## src/rtl/lsu_pkg.sv

```systemverilog
// Shared encodings for the load/store unit: Ssrc/LWSrc codes, FSM states and
// the access-size helpers used for lane steering.
package lsu_pkg;

  localparam logic [1:0] SSRC_SB = 2'b00;
  localparam logic [1:0] SSRC_SH = 2'b01;
  localparam logic [1:0] SSRC_SW = 2'b10;

  localparam logic [2:0] LW_LB  = 3'b000;
  localparam logic [2:0] LW_LH  = 3'b001;
  localparam logic [2:0] LW_LW  = 3'b010;
  localparam logic [2:0] LW_LBU = 3'b100;
  localparam logic [2:0] LW_LHU = 3'b101;

  typedef enum logic [1:0] {
    ST_IDLE,
    ST_REQ,
    ST_RESP,
    ST_DONE
  } lsu_state_e;

  typedef enum logic [1:0] {
    SZ_BYTE,
    SZ_HALF,
    SZ_WORD
  } lsu_size_e;

  // Unknown width codes fall back to a full word access.
  function automatic lsu_size_e access_size(logic st, logic [1:0] ssrc, logic [2:0] lwsrc);
    lsu_size_e s;
    if (st) begin
      case (ssrc)
        SSRC_SB: s = SZ_BYTE;
        SSRC_SH: s = SZ_HALF;
        SSRC_SW: s = SZ_WORD;
        default: s = SZ_WORD;
      endcase
    end else begin
      case (lwsrc)
        LW_LB, LW_LBU: s = SZ_BYTE;
        LW_LH, LW_LHU: s = SZ_HALF;
        default:       s = SZ_WORD;
      endcase
    end
    return s;
  endfunction

  function automatic logic misaligned(lsu_size_e s, logic [1:0] lo);
    logic m;
    case (s)
      SZ_HALF: m = lo[0];
      SZ_WORD: m = (lo != 2'b00);
      default: m = 1'b0;
    endcase
    return m;
  endfunction

  function automatic logic [1:0] lane_align(lsu_size_e s, logic [1:0] lo);
    logic [1:0] l;
    case (s)
      SZ_HALF: l = {lo[1], 1'b0};
      SZ_WORD: l = 2'b00;
      default: l = lo;
    endcase
    return l;
  endfunction

  function automatic logic [3:0] byte_enables(lsu_size_e s, logic [1:0] lo);
    logic [3:0] be;
    case (s)
      SZ_BYTE: be = 4'b0001 << lo;
      SZ_HALF: be = lo[1] ? 4'b1100 : 4'b0011;
      default: be = 4'b1111;
    endcase
    return be;
  endfunction

  function automatic logic [31:0] store_replicate(lsu_size_e s, logic [31:0] w);
    logic [31:0] r;
    case (s)
      SZ_BYTE: r = {4{w[7:0]}};
      SZ_HALF: r = {2{w[15:0]}};
      default: r = w;
    endcase
    return r;
  endfunction

endpackage

```

## src/rtl/lsu_if.sv

```systemverilog
// Data-memory bus between the load/store unit (master) and memory (slave).
interface lsu_if;
  // Handshake: mem_req with mem_we/mem_addr/mem_be/mem_wdata is held stable
  // until mem_gnt is seen in the same cycle; the request is accepted on that
  // cycle. A load's word returns later on mem_rdata, qualified by mem_rvalid.
  logic        mem_req;
  logic        mem_we;
  logic [31:0] mem_addr;
  logic [3:0]  mem_be;
  logic [31:0] mem_wdata;
  logic        mem_gnt;
  logic        mem_rvalid;
  logic [31:0] mem_rdata;

  modport master (
    output mem_req, mem_we, mem_addr, mem_be, mem_wdata,
    input  mem_gnt, mem_rvalid, mem_rdata
  );

  modport slave (
    input  mem_req, mem_we, mem_addr, mem_be, mem_wdata,
    output mem_gnt, mem_rvalid, mem_rdata
  );
endinterface

```

## src/rtl/lsu_load_extend.sv

```systemverilog
// Selects the addressed byte/half of a read word and sign- or zero-extends it
// according to the load type.
module lsu_load_extend
  import lsu_pkg::*;
(
  input  logic [31:0] data,
  input  logic [1:0]  lane,
  input  logic [2:0]  lwsrc,
  output logic [31:0] ext
);

  logic [7:0]  byte_sel;
  logic [15:0] half_sel;

  always_comb begin
    byte_sel = 8'h00;
    case (lane)
      2'd0: byte_sel = data[7:0];
      2'd1: byte_sel = data[15:8];
      2'd2: byte_sel = data[23:16];
      2'd3: byte_sel = data[31:24];
      default: byte_sel = data[7:0];
    endcase
    half_sel = lane[1] ? data[31:16] : data[15:0];
  end

  always_comb begin
    ext = data;
    case (lwsrc)
      LW_LB:   ext = {{24{byte_sel[7]}}, byte_sel};
      LW_LBU:  ext = {24'h000000, byte_sel};
      LW_LH:   ext = {{16{half_sel[15]}}, half_sel};
      LW_LHU:  ext = {16'h0000, half_sel};
      LW_LW:   ext = data;
      default: ext = data;
    endcase
  end

endmodule

```

## src/rtl/load_store_unit.sv

```systemverilog
// Data-memory access stage: issues byte-enabled requests and returns extended
// load data. Optional misalignment trap: define LSU_MISALIGN_CHECK_EN.
module load_store_unit
  import lsu_pkg::*;
#(
  parameter int TIMEOUT_CYCLES = 16
) (
  input  logic        clk,
  input  logic        rst_n,
  input  logic        ls_valid,
  input  logic        is_store,
  input  logic [1:0]  Ssrc,
  input  logic [2:0]  LWSrc,
  input  logic [31:0] addr,
  input  logic [31:0] wdata,
  output logic        stall,
  output logic        done,
  output logic [31:0] rdata,
  output logic        bus_err,
  output logic        misalign,
  lsu_if.master       mem,
  output lsu_state_e  dbg_state
);

  localparam logic [7:0] TMR_LAST = 8'(TIMEOUT_CYCLES - 1);

  lsu_state_e  state;
  logic [7:0]  tmr;
  logic [1:0]  lane_q;
  logic [2:0]  lwsrc_q;
  logic        store_q;
  logic [31:0] ext_data;

  lsu_size_e   size;
  logic [1:0]  lane_next;
  logic [3:0]  be_next;
  logic [31:0] wdata_next;
  logic        expired;

  assign size       = access_size(is_store, Ssrc, LWSrc);
  assign lane_next  = lane_align(size, addr[1:0]);
  assign be_next    = byte_enables(size, lane_next);
  assign wdata_next = store_replicate(size, wdata);
  assign expired    = (tmr == TMR_LAST);

  assign stall     = ls_valid & ~done;
  assign dbg_state = state;

`ifdef LSU_MISALIGN_CHECK_EN
  logic misalign_q;
  logic bad_align;
  assign bad_align = misaligned(size, addr[1:0]);
  assign misalign  = misalign_q;
`else
  assign misalign = 1'b0;
`endif

  lsu_load_extend u_extend (
    .data  (mem.mem_rdata),
    .lane  (lane_q),
    .lwsrc (lwsrc_q),
    .ext   (ext_data)
  );

  always_ff @(posedge clk or negedge rst_n) begin
    if (!rst_n) begin
      state         <= ST_IDLE;
      tmr           <= 8'd0;
      lane_q        <= 2'b00;
      lwsrc_q       <= 3'b000;
      store_q       <= 1'b0;
      mem.mem_req   <= 1'b0;
      mem.mem_we    <= 1'b0;
      mem.mem_addr  <= 32'h0;
      mem.mem_be    <= 4'h0;
      mem.mem_wdata <= 32'h0;
      done          <= 1'b0;
      bus_err       <= 1'b0;
      rdata         <= 32'h0;
`ifdef LSU_MISALIGN_CHECK_EN
      misalign_q    <= 1'b0;
`endif
    end else begin
      done    <= 1'b0;
      bus_err <= 1'b0;
`ifdef LSU_MISALIGN_CHECK_EN
      misalign_q <= 1'b0;
`endif
      case (state)
        ST_IDLE: begin
          if (ls_valid) begin
            lane_q  <= lane_next;
            lwsrc_q <= LWSrc;
            store_q <= is_store;
            tmr     <= 8'd0;
`ifdef LSU_MISALIGN_CHECK_EN
            if (bad_align) begin
              state      <= ST_DONE;
              done       <= 1'b1;
              misalign_q <= 1'b1;
              rdata      <= 32'h0;
            end else
`endif
            begin
              state         <= ST_REQ;
              mem.mem_req   <= 1'b1;
              mem.mem_we    <= is_store;
              mem.mem_addr  <= {addr[31:2], 2'b00};
              mem.mem_be    <= be_next;
              mem.mem_wdata <= wdata_next;
            end
          end
        end

        // A grant in the expiry cycle still completes the access.
        ST_REQ: begin
          if (mem.mem_gnt) begin
            mem.mem_req <= 1'b0;
            tmr         <= 8'd0;
            if (store_q) begin
              state <= ST_DONE;
              done  <= 1'b1;
              rdata <= 32'h0;
            end else begin
              state <= ST_RESP;
            end
          end else if (expired) begin
            mem.mem_req <= 1'b0;
            state       <= ST_DONE;
            done        <= 1'b1;
            bus_err     <= 1'b1;
            rdata       <= 32'h0;
          end else begin
            tmr <= tmr + 8'd1;
          end
        end

        ST_RESP: begin
          if (mem.mem_rvalid) begin
            state <= ST_DONE;
            done  <= 1'b1;
            rdata <= ext_data;
          end else if (expired) begin
            state   <= ST_DONE;
            done    <= 1'b1;
            bus_err <= 1'b1;
            rdata   <= 32'h0;
          end else begin
            tmr <= tmr + 8'd1;
          end
        end

        // ls_valid seen here belongs to the next instruction; IDLE samples it.
        ST_DONE: state <= ST_IDLE;

        default: state <= ST_IDLE;
      endcase
    end
  end

endmodule

```

## src/flat_wrapper.sv

```systemverilog
// flat-port wrapper written by rule: the top's interface ports become plain ports
module load_store_unit_flat import lsu_pkg::*;
#(
  parameter int TIMEOUT_CYCLES = 16
)
  (clk, rst_n, ls_valid, is_store, Ssrc, LWSrc, addr, wdata, stall, done, rdata, bus_err, misalign, dbg_state, mem_mem_req, mem_mem_we, mem_mem_addr, mem_mem_be, mem_mem_wdata, mem_mem_gnt, mem_mem_rvalid, mem_mem_rdata);
  lsu_if mem_i ();
  input  logic clk;
  input  logic rst_n;
  input  logic ls_valid;
  input  logic is_store;
  input  logic [1:0] Ssrc;
  input  logic [2:0] LWSrc;
  input  logic [31:0] addr;
  input  logic [31:0] wdata;
  output logic stall;
  output logic done;
  output logic [31:0] rdata;
  output logic bus_err;
  output logic misalign;
  output lsu_state_e dbg_state;
  output wire logic [$bits(mem_i.mem_req)-1:0] mem_mem_req;
  output wire logic [$bits(mem_i.mem_we)-1:0] mem_mem_we;
  output wire logic [$bits(mem_i.mem_addr)-1:0] mem_mem_addr;
  output wire logic [$bits(mem_i.mem_be)-1:0] mem_mem_be;
  output wire logic [$bits(mem_i.mem_wdata)-1:0] mem_mem_wdata;
  input wire logic [$bits(mem_i.mem_gnt)-1:0] mem_mem_gnt;
  input wire logic [$bits(mem_i.mem_rvalid)-1:0] mem_mem_rvalid;
  input wire logic [$bits(mem_i.mem_rdata)-1:0] mem_mem_rdata;
  assign mem_mem_req = mem_i.mem_req;
  assign mem_mem_we = mem_i.mem_we;
  assign mem_mem_addr = mem_i.mem_addr;
  assign mem_mem_be = mem_i.mem_be;
  assign mem_mem_wdata = mem_i.mem_wdata;
  assign mem_i.mem_gnt = mem_mem_gnt;
  assign mem_i.mem_rvalid = mem_mem_rvalid;
  assign mem_i.mem_rdata = mem_mem_rdata;
  load_store_unit #(.TIMEOUT_CYCLES(TIMEOUT_CYCLES)) u_core (.clk(clk), .rst_n(rst_n), .ls_valid(ls_valid), .is_store(is_store), .Ssrc(Ssrc), .LWSrc(LWSrc), .addr(addr), .wdata(wdata), .stall(stall), .done(done), .rdata(rdata), .bus_err(bus_err), .misalign(misalign), .mem(mem_i), .dbg_state(dbg_state));
endmodule
```

## config.mk

```make
export PLATFORM = sky130hd
export DESIGN_NAME = load_store_unit_flat
export DESIGN_NICKNAME = d
export VERILOG_FILES = /design/src/rtl/lsu_pkg.sv /design/src/rtl/lsu_if.sv /design/src/rtl/lsu_load_extend.sv /design/src/rtl/load_store_unit.sv /design/src/flat_wrapper.sv
export SDC_FILE = /design/constraint.sdc
export NUM_CORES = 1
export LEC_CHECK = 0
export BUFFER_PORTS_ARGS = -buffer_cell sky130_fd_sc_hd__buf_2
export CORE_ASPECT_RATIO = 0.8
export CORE_UTILIZATION = 54
export CTS_CLUSTER_SIZE = 28
export DETAILED_ROUTE_END_ITERATION = 8
export HOLD_SLACK_MARGIN = 0.03
export PLACE_DENSITY_LB_ADDON = 0.12
export SYNTH_ARGS = -nofsm -noshare
export SYNTH_HDL_FRONTEND = slang
export SYNTH_SLANG_ARGS = --single-unit
```

## constraint.sdc

```tcl
create_clock -name clk -period 4.1 [get_ports clk]
set_clock_uncertainty 0.15 [all_clocks]
set_input_delay 0.205 -clock clk [delete_from_list [all_inputs] [get_ports clk]]
set_output_delay 0.205 -clock clk [all_outputs]
set_load 0.02 [all_outputs]
```

==> summary.txt, run 1 <==
Outcome
  – Status: complete, no violations

Clock tree
  – CTS buffer count: 17
  – Clock root buffer: clkbuf_16
  – Worst-path clk slew: 0.05 ns
  – Longest Clk Path Bufs: 2
  – CTS tree: built
  – Setup bufs post-CTS: 0
  – Cts hold-fix bufs: 91
  – Worst skew pair latency: 0.41 ns
  – Post-CTS Resized: 0
  – Sink Count: 117
  – Htree depth: 4

Pwr
  – Max IR drop VDD: 0.652 mV
  – Pleak: 4.05 nW
  – Pwr/cell area: 787 nW/um2
  – Switching power: 2.92 mW
  – Comb pwr share: 45.1%
  – Sequential power share: 30.9%
  – P_int: 3.85 mW
  – Clock Power Share: 24.0%
  – Sw frac: 43.1%

STA
  – Post-layout minimum cycle time: 3.90 ns
  – Final setup violation count: 0
  – Final WS setup: 0.203 ns
  – Crit share post-route: 95.0%
  – Hold Violations, Final: 0
  – Fmax: 257 MHz
  – Final slew viol count: 0
  – Setup Total Neg Slack: 0 ns
  – Rel. slew slack: 13.3%
  – Worst-Margin Slew: 1.30 ns
  – Unrepaired setup endpoints after global routing: false

Logic synthesis
  – Avg Inst Size Synth: 10.1 um2
  – Synth Area in XOR/XNOR: 0%
  – Synth Area in Simple Gates: 16.5%
  – Primary FF master, synth: dfrtp_1
  – Post-synth EDFFs: 0
  – Post-synthesis mux area share: 9.67%
  – Post-synthesis compound-gate area fraction: 19.2%
  – Yosys reg bits: 117
  – Synth Warn #: 0
  – Cells after Synth: 589
  – Post-Synth Adder-Cell Area: 1.47%
  – Sequential area share after synthesis: 49.3%
  – Asr flop ratio synth: 100%
  – Netlist cell types: 50
  – Main combinational cell family by area after synthesis: compound AO/OA/AOI/OAI gates
  – Post-synthesis cell area: 5940 um2

Critical path
  – Critical path launch point type: primary input
  – CP arrival: 4.08 ns
  – Worst setup EP type: flop
  – Crit-path max FO: 24
  – Worst Path Required: 4.29 ns
  – Setup CP Type: in -> reg

Drt
  – Detailed-route wire length per cell: 20.9 um
  – Drt total wl: 21500 um
  – Via count: 6338
  – DR pass1 iterations: 6
  – Drt drc: 0
  – Vias per cell: 6.15
  – Initial DRC count: 623
  – ANT nets after route: 0

Die
  – Die footprint: 11400 um2
  – Core footprint: 10500 um2
  – Die Ht: 95.8 um
  – Rows: 33
  – Initial Util: 56.7%
  – Die Span X: 119 um
  – IO Pins: 215

GRT
  – Total gr overflow: 0
  – Initial antenna violation count: 0
  – Largest net degree at the start of global routing: 73
  – Vias in the first global route: 6443
  – First-pass GRT wire length: 33600 um
  – Total GRT Usage: 39.0%

Cells and area
  – Fillers: 617
  – Area Growth Syn to Fin: 44.9%
  – Fin nets: 990
  – Share of cells above drive strength 1: 33.9%
  – Final instance area: 8610 um2

Job
  – Max-Cap Viols: 0

Placed design
  – Dpl hpwl: 12000 um
  – Final Wtd Congestion: 0.915
  – I/O Buffers: 211
  – Pre-CTS WS: 1.29 ns
  – Post-DP Area: 7060 um2

Hold path
  – Hold crit path type: in -> reg
==> worst max-delay path, stage by stage <==
cell	delay, ns
dlygate4sd3_1	0.53
buf_2	0.14
mux2_2	0.50
inv_1	0.65
ha_1	0.64
or2_2	0.33
nand3_1	0.14
a31oi_1	0.30
dlygate4sd3_1	0.63
==> power groups by stage <==
stage / clock [mW] / sequential (mW) / combinational [mW]
2_1_floorplan: 0 / 2.53 / 1.36
3_3_place_gp: 0 / 2.02 / 2.70
3_5_place_dp: 0 / 2.04 / 2.78
4_1_cts: 1.62 / 2.05 / 2.93
5_1_grt: 1.68 / 2.14 / 3.25
6_report: 1.62 / 2.09 / 3.05
==> synth_stat cells, drive strengths merged (2+ instances only) <==
cell type  number  share of area (%)
nor2           23                1.5
inv             8               0.51
nand2b          3               0.32
nand3b          2               0.25
o211ai         18                2.3
nor2b           8               0.84
nor3           21                1.8
a221o          15                2.5
clkbuf         29                1.8
o22a            2               0.29
nor4            2               0.46
nand2          69                4.4
a221oi          2               0.29
mux2           43                8.1
or3             7               0.74
and3           12                1.3
dfrtp         117                 49
a22o            4               0.59
buf            15                1.5
o21a            5               0.63
nand3          26                2.2
a22oi           7               0.88
ha              7                1.5
and2           23                2.4
o2bb2ai         9                1.4
a21oi          12                1.1
o21ai          46                3.9
a31oi          13                1.4
mux2i           9                1.5
o31ai          19                2.4
==> area by class of cell <==
type | count | area (um2) | share of cell area (%)
antenna | 1 | 2.50 | 0.0291
clock inverter | 14 | 199 | 2.31
tap | 140 | 175 | 2.04
clock buffer | 18 | 439 | 5.10
timing repair buffer | 310 | 2030 | 23.6
sequential | 117 | 2930 | 34.0
multi-input combinational | 422 | 2800 | 32.6
inverter | 8 | 30.0 | 0.349
==> layout by cell type (no fill, tap or decap), drive strengths merged, types with 19 or more instances in the layout <==
| cell type | n |
|---|---|
| buf | 219 |
| dfrtp | 117 |
| dlygate4sd3 | 91 |
| nand2 | 69 |
| o21ai | 46 |
| mux2 | 43 |
| nand3 | 26 |
| nor2 | 23 |
| and2 | 23 |
| nor3 | 21 |
| o31ai | 19 |
==> routing by layer <==
layer | wire, um | vias up | track usage [%]
li1 | - | 2749 | -
met1 | 7950 | 3047 | 45.1
met2 | 10400 | 434 | 66.2
met3 | 2110 | 108 | 13.6
met4 | 1090 | 0 | 18.1
met5 | 0 | - | 0
==> registers in the layout, summed over array words and instances (netlist names) <==
| register | flops |
|---|---|
| u_core.done | 1 |
| u_core.mem.mem_be | 4 |
| u_core.mem.mem_req | 1 |
| u_core.mem.mem_wdata | 32 |
| u_core.lwsrc_q | 3 |
| u_core.mem.mem_we | 1 |
| u_core.tmr | 8 |
| u_core.dbg_state | 2 |
| u_core.rdata | 32 |
| u_core.mem.mem_addr | 30 |
| u_core.bus_err | 1 |
| u_core.lane_q | 2 |
==> per-stage QoR <==
step / utilization [%] / power (mW) / hold WS (ns) / std cells
5_1_grt: 82.0 / 7.08 / 0.0366 / 1029
3_5_place_dp: 67.3 / 4.82 / 0.244 / 906
6_report: 82.1 / 6.77 / 0.0436 / 1030
4_1_cts: 82.0 / 6.59 / 0.0335 / 1029
2_1_floorplan: - / 3.89 / -0.241 / 591
3_3_place_gp: 67.3 / 4.72 / 0.232 / 906
==> kinds of logic after synthesis <==
logic type | Yosys count
and+or+nand+nor | 199
buffers and inverters | 52
adders and majority gates | 7
muxes | 52
other | 1
DFF | 117
AOI/OAI and AO/OA | 161
==> path summary, 6_finish.rpt <==
path	start	end	slack [ns]	cells past startpoint
max	is_store	u_core.mem.mem_wdata[23]$_DFFE_PN0P_	0.20	9
min	mem_mem_rdata[11]	u_core.rdata[11]$_DFFE_PN0P_	0.04	3
max reg2reg	u_core.dbg_state[1]$_DFFE_PN0P_	u_core.mem.mem_wdata[17]$_DFFE_PN0P_	1.26	7
min reg2reg	u_core.mem.mem_be[0]$_DFFE_PN0P_	u_core.mem.mem_be[0]$_DFFE_PN0P_	0.33	2
max in group asynchronous	rst_n	u_core.mem.mem_addr[7]$_DFFE_PN0P_	2.56	3
min in group asynchronous	rst_n	u_core.rdata[13]$_DFFE_PN0P_	0.32	2
Power figures use the tool's default switching activity.
==> run 2: changes to the inputs <==
--- a/config.mk
+++ b/config.mk
@@ -6,12 +6,13 @@
 export NUM_CORES = 1
 export LEC_CHECK = 0
 export BUFFER_PORTS_ARGS = -buffer_cell sky130_fd_sc_hd__buf_2
+export CAP_MARGIN = 25
 export CORE_ASPECT_RATIO = 0.8
 export CORE_UTILIZATION = 54
 export CTS_CLUSTER_SIZE = 28
 export DETAILED_ROUTE_END_ITERATION = 8
-export HOLD_SLACK_MARGIN = 0.03
 export PLACE_DENSITY_LB_ADDON = 0.12
+export SETUP_SLACK_MARGIN = 0.4
 export SYNTH_ARGS = -nofsm -noshare
 export SYNTH_HDL_FRONTEND = slang
 export SYNTH_SLANG_ARGS = --single-unit
==> summary.txt, run 2 (synthesis gave the netlist of run 1 again) <==
Pwr
  – Pleak: 4.04 nW
  – Overall power: 6.79 mW
  – Pwr/cell area: 789 nW/um2
  – Max IR drop VDD: 0.562 mV

Clock tree
  – Longest Clk Path Bufs: 2
  – CTS buffer count: 17
  – Htree depth: 4
  – Sink Count: 117
  – Clock root buffer: clkbuf_16
  – Worst skew pair latency: 0.41 ns
  – Worst-path clk slew: 0.06 ns
  – CTS tree: built

Cells and area
  – Fin nets: 986
  – Fillers: 609
  – Area Growth Syn to Fin: 45.0%
  – Most common cell after layout, fill and taps aside: buf_2
  – Antenna diodes: 0
  – Commonest non-fill, non-tap cells in the layout: 210 x buf_2, 117 x dfrtp_1, 85 x dlygate4sd3_1
  – Share of cells above drive strength 1: 34.4%
  – Largest regs: u_core.mem.mem_wdata x32, u_core.rdata x32, u_core.mem.mem_addr x30

STA
  – Unrepaired setup endpoints after global routing: false
  – Setup Total Neg Slack: 0 ns
  – Hold Violations, Final: 0
  – Post-layout minimum cycle time: 3.46 ns
  – Final setup violation count: 0
  – Rel. slew slack: 39.1%
  – Crit share post-route: 84.5%
  – Fmax: 289 MHz
  – Worst-Margin Slew: 0.914 ns
  – Final slew viol count: 0

Critical path
  – Worst Path Required: 4.23 ns
  – Crit-path max FO: 19
  – CP Buf/Inv Count: 4
  – Setup CP Type: in -> reg
  – Critical path launch point type: primary input
  – Worst-path cell chain: dlygate4sd3_1 -> buf_2 -> mux2_2 -> clkinvlp_4 -> ha_1 -> or2_2 -> nand3_1 -> a31oi_1 -> dlygate4sd3_1
  – Cell repeated most along the worst path: dlygate4sd3_1
  – Slowest stage cell, crit path: dlygate4sd3_1
  – Top Family by Delay on Critical Path: buffers and inverters
  – CP arrival: 3.59 ns
  – Delay of the slowest cell on the worst path: 0.65 ns
  – Worst setup EP type: flop

GRT
  – Largest net degree at the start of global routing: 73
  – Total gr overflow: 0
  – Total GRT Usage: 36.7%
  – Vias in the first global route: 6267
  – First-pass GRT wire length: 32000 um
  – Initial antenna violation count: 0

Hold path
  – Hold crit path type: in -> reg

Die
  – Core footprint: 10500 um2
  – Rows: 33
  – Die footprint: 11400 um2
  – Initial Util: 56.7%
  – Die Ht: 95.8 um
  – Die Span X: 119 um
  – IO Pins: 215

Drt
  – Via count: 6268
  – Top Metal Used: met4
  – Met2 WL: 10100 um
  – DR pass1 iterations: 6
  – Met1 wire length: 7570 um
  – Drt total wl: 20400 um
  – Vias per cell: 6.12
  – Initial DRC count: 571
  – Drt drc: 0
  – Metal3 WL: 1930 um
  – Detailed-route wire length per cell: 19.9 um
  – ANT nets after route: 0

Placed design
  – Dpl hpwl: 12000 um
  – Final Wtd Congestion: 0.915
  – I/O Buffers: 211

Outcome
  – Status: complete, no violations

Job
  – Max-Cap Viols: 0
[run 2: repair_timing]
item | in CTS | in global routing
hold buffers | 85 | 0
setup buffers | 0 | 0
setup endpoints to repair | 0 | 6
endpoints found under the hold margin | 147 | 0
resized for setup | 0 | 1
[run 2: worst register-to-register path: cells and delay by family, from the launching register on]
family / cells / cell delay, ns
adders and majority gates: 1 / 0.29
and+or+nand+nor: 2 / 0.35
AOI/OAI and AO/OA: 1 / 0.24
DFF: 1 / 0.41
buffers and inverters: 3 / 1.27
[run 2: worst paths after layout]
check	start	end	slack, ns	cells after the start
min	wdata[10]	u_core.mem.mem_wdata[10]$_DFFE_PN0P_	0.01	3
min in group asynchronous	rst_n	u_core.rdata[13]$_DFFE_PN0P_	0.33	2
max in group asynchronous	rst_n	u_core.mem.mem_addr[29]$_DFFE_PN0P_	2.55	3
max	is_store	u_core.mem.mem_wdata[16]$_DFFE_PN0P_	0.64	9
max reg2reg	u_core.dbg_state[1]$_DFFE_PN0P_	u_core.mem.mem_wdata[16]$_DFFE_PN0P_	1.32	7
min reg2reg	u_core.rdata[5]$_DFFE_PN0P_	u_core.rdata[5]$_DFFE_PN0P_	0.34	1
[run 2: power by group]
part	total, mW	switching, mW	leakage (nW)	internal (mW)
Combinational	3.02	1.87	2.26	1.16
Clock	1.68	0.559	0.321	1.12
Sequential	2.09	0.430	1.46	1.66
[run 2: through the flow]
stage                     area, um2  worst slack [ns]  instances  hold WS [ns]  utilization (%)
after floorplan                5950              1.85        591        -0.241                -
final                          8610             0.636       1025        0.0100             82.1
after global placement         7060              1.39        906         0.232             67.3
after detailed placement       7080              1.31        907         0.246             67.5
after CTS                      8600             0.676       1024      0.000197             82.0
after global routing           8610             0.550       1025       0.00135             82.1
[run 2: cell type report]
class	instances	area [um2]	share of cell area (%)
Clock buffer	19	453	5.26
Clock inverter	13	218	2.53
Inverter	8	33.8	0.392
Multi-Input combinational cell	422	2800	32.6
Sequential cell	117	2930	34.0
Tap cell	140	175	2.03
Timing Repair Buffer	305	2000	23.2
Timing Repair inverter	1	5.00	0.0581
[run 2: layer usage]
layer / GRT usage (%) / vias to the layer above
met3: 10.5 / 90
met5: 0 / -
met1: 42.4 / 3042
met2: 63.3 / 406
met4: 18.0 / 0
li1: - / 2730
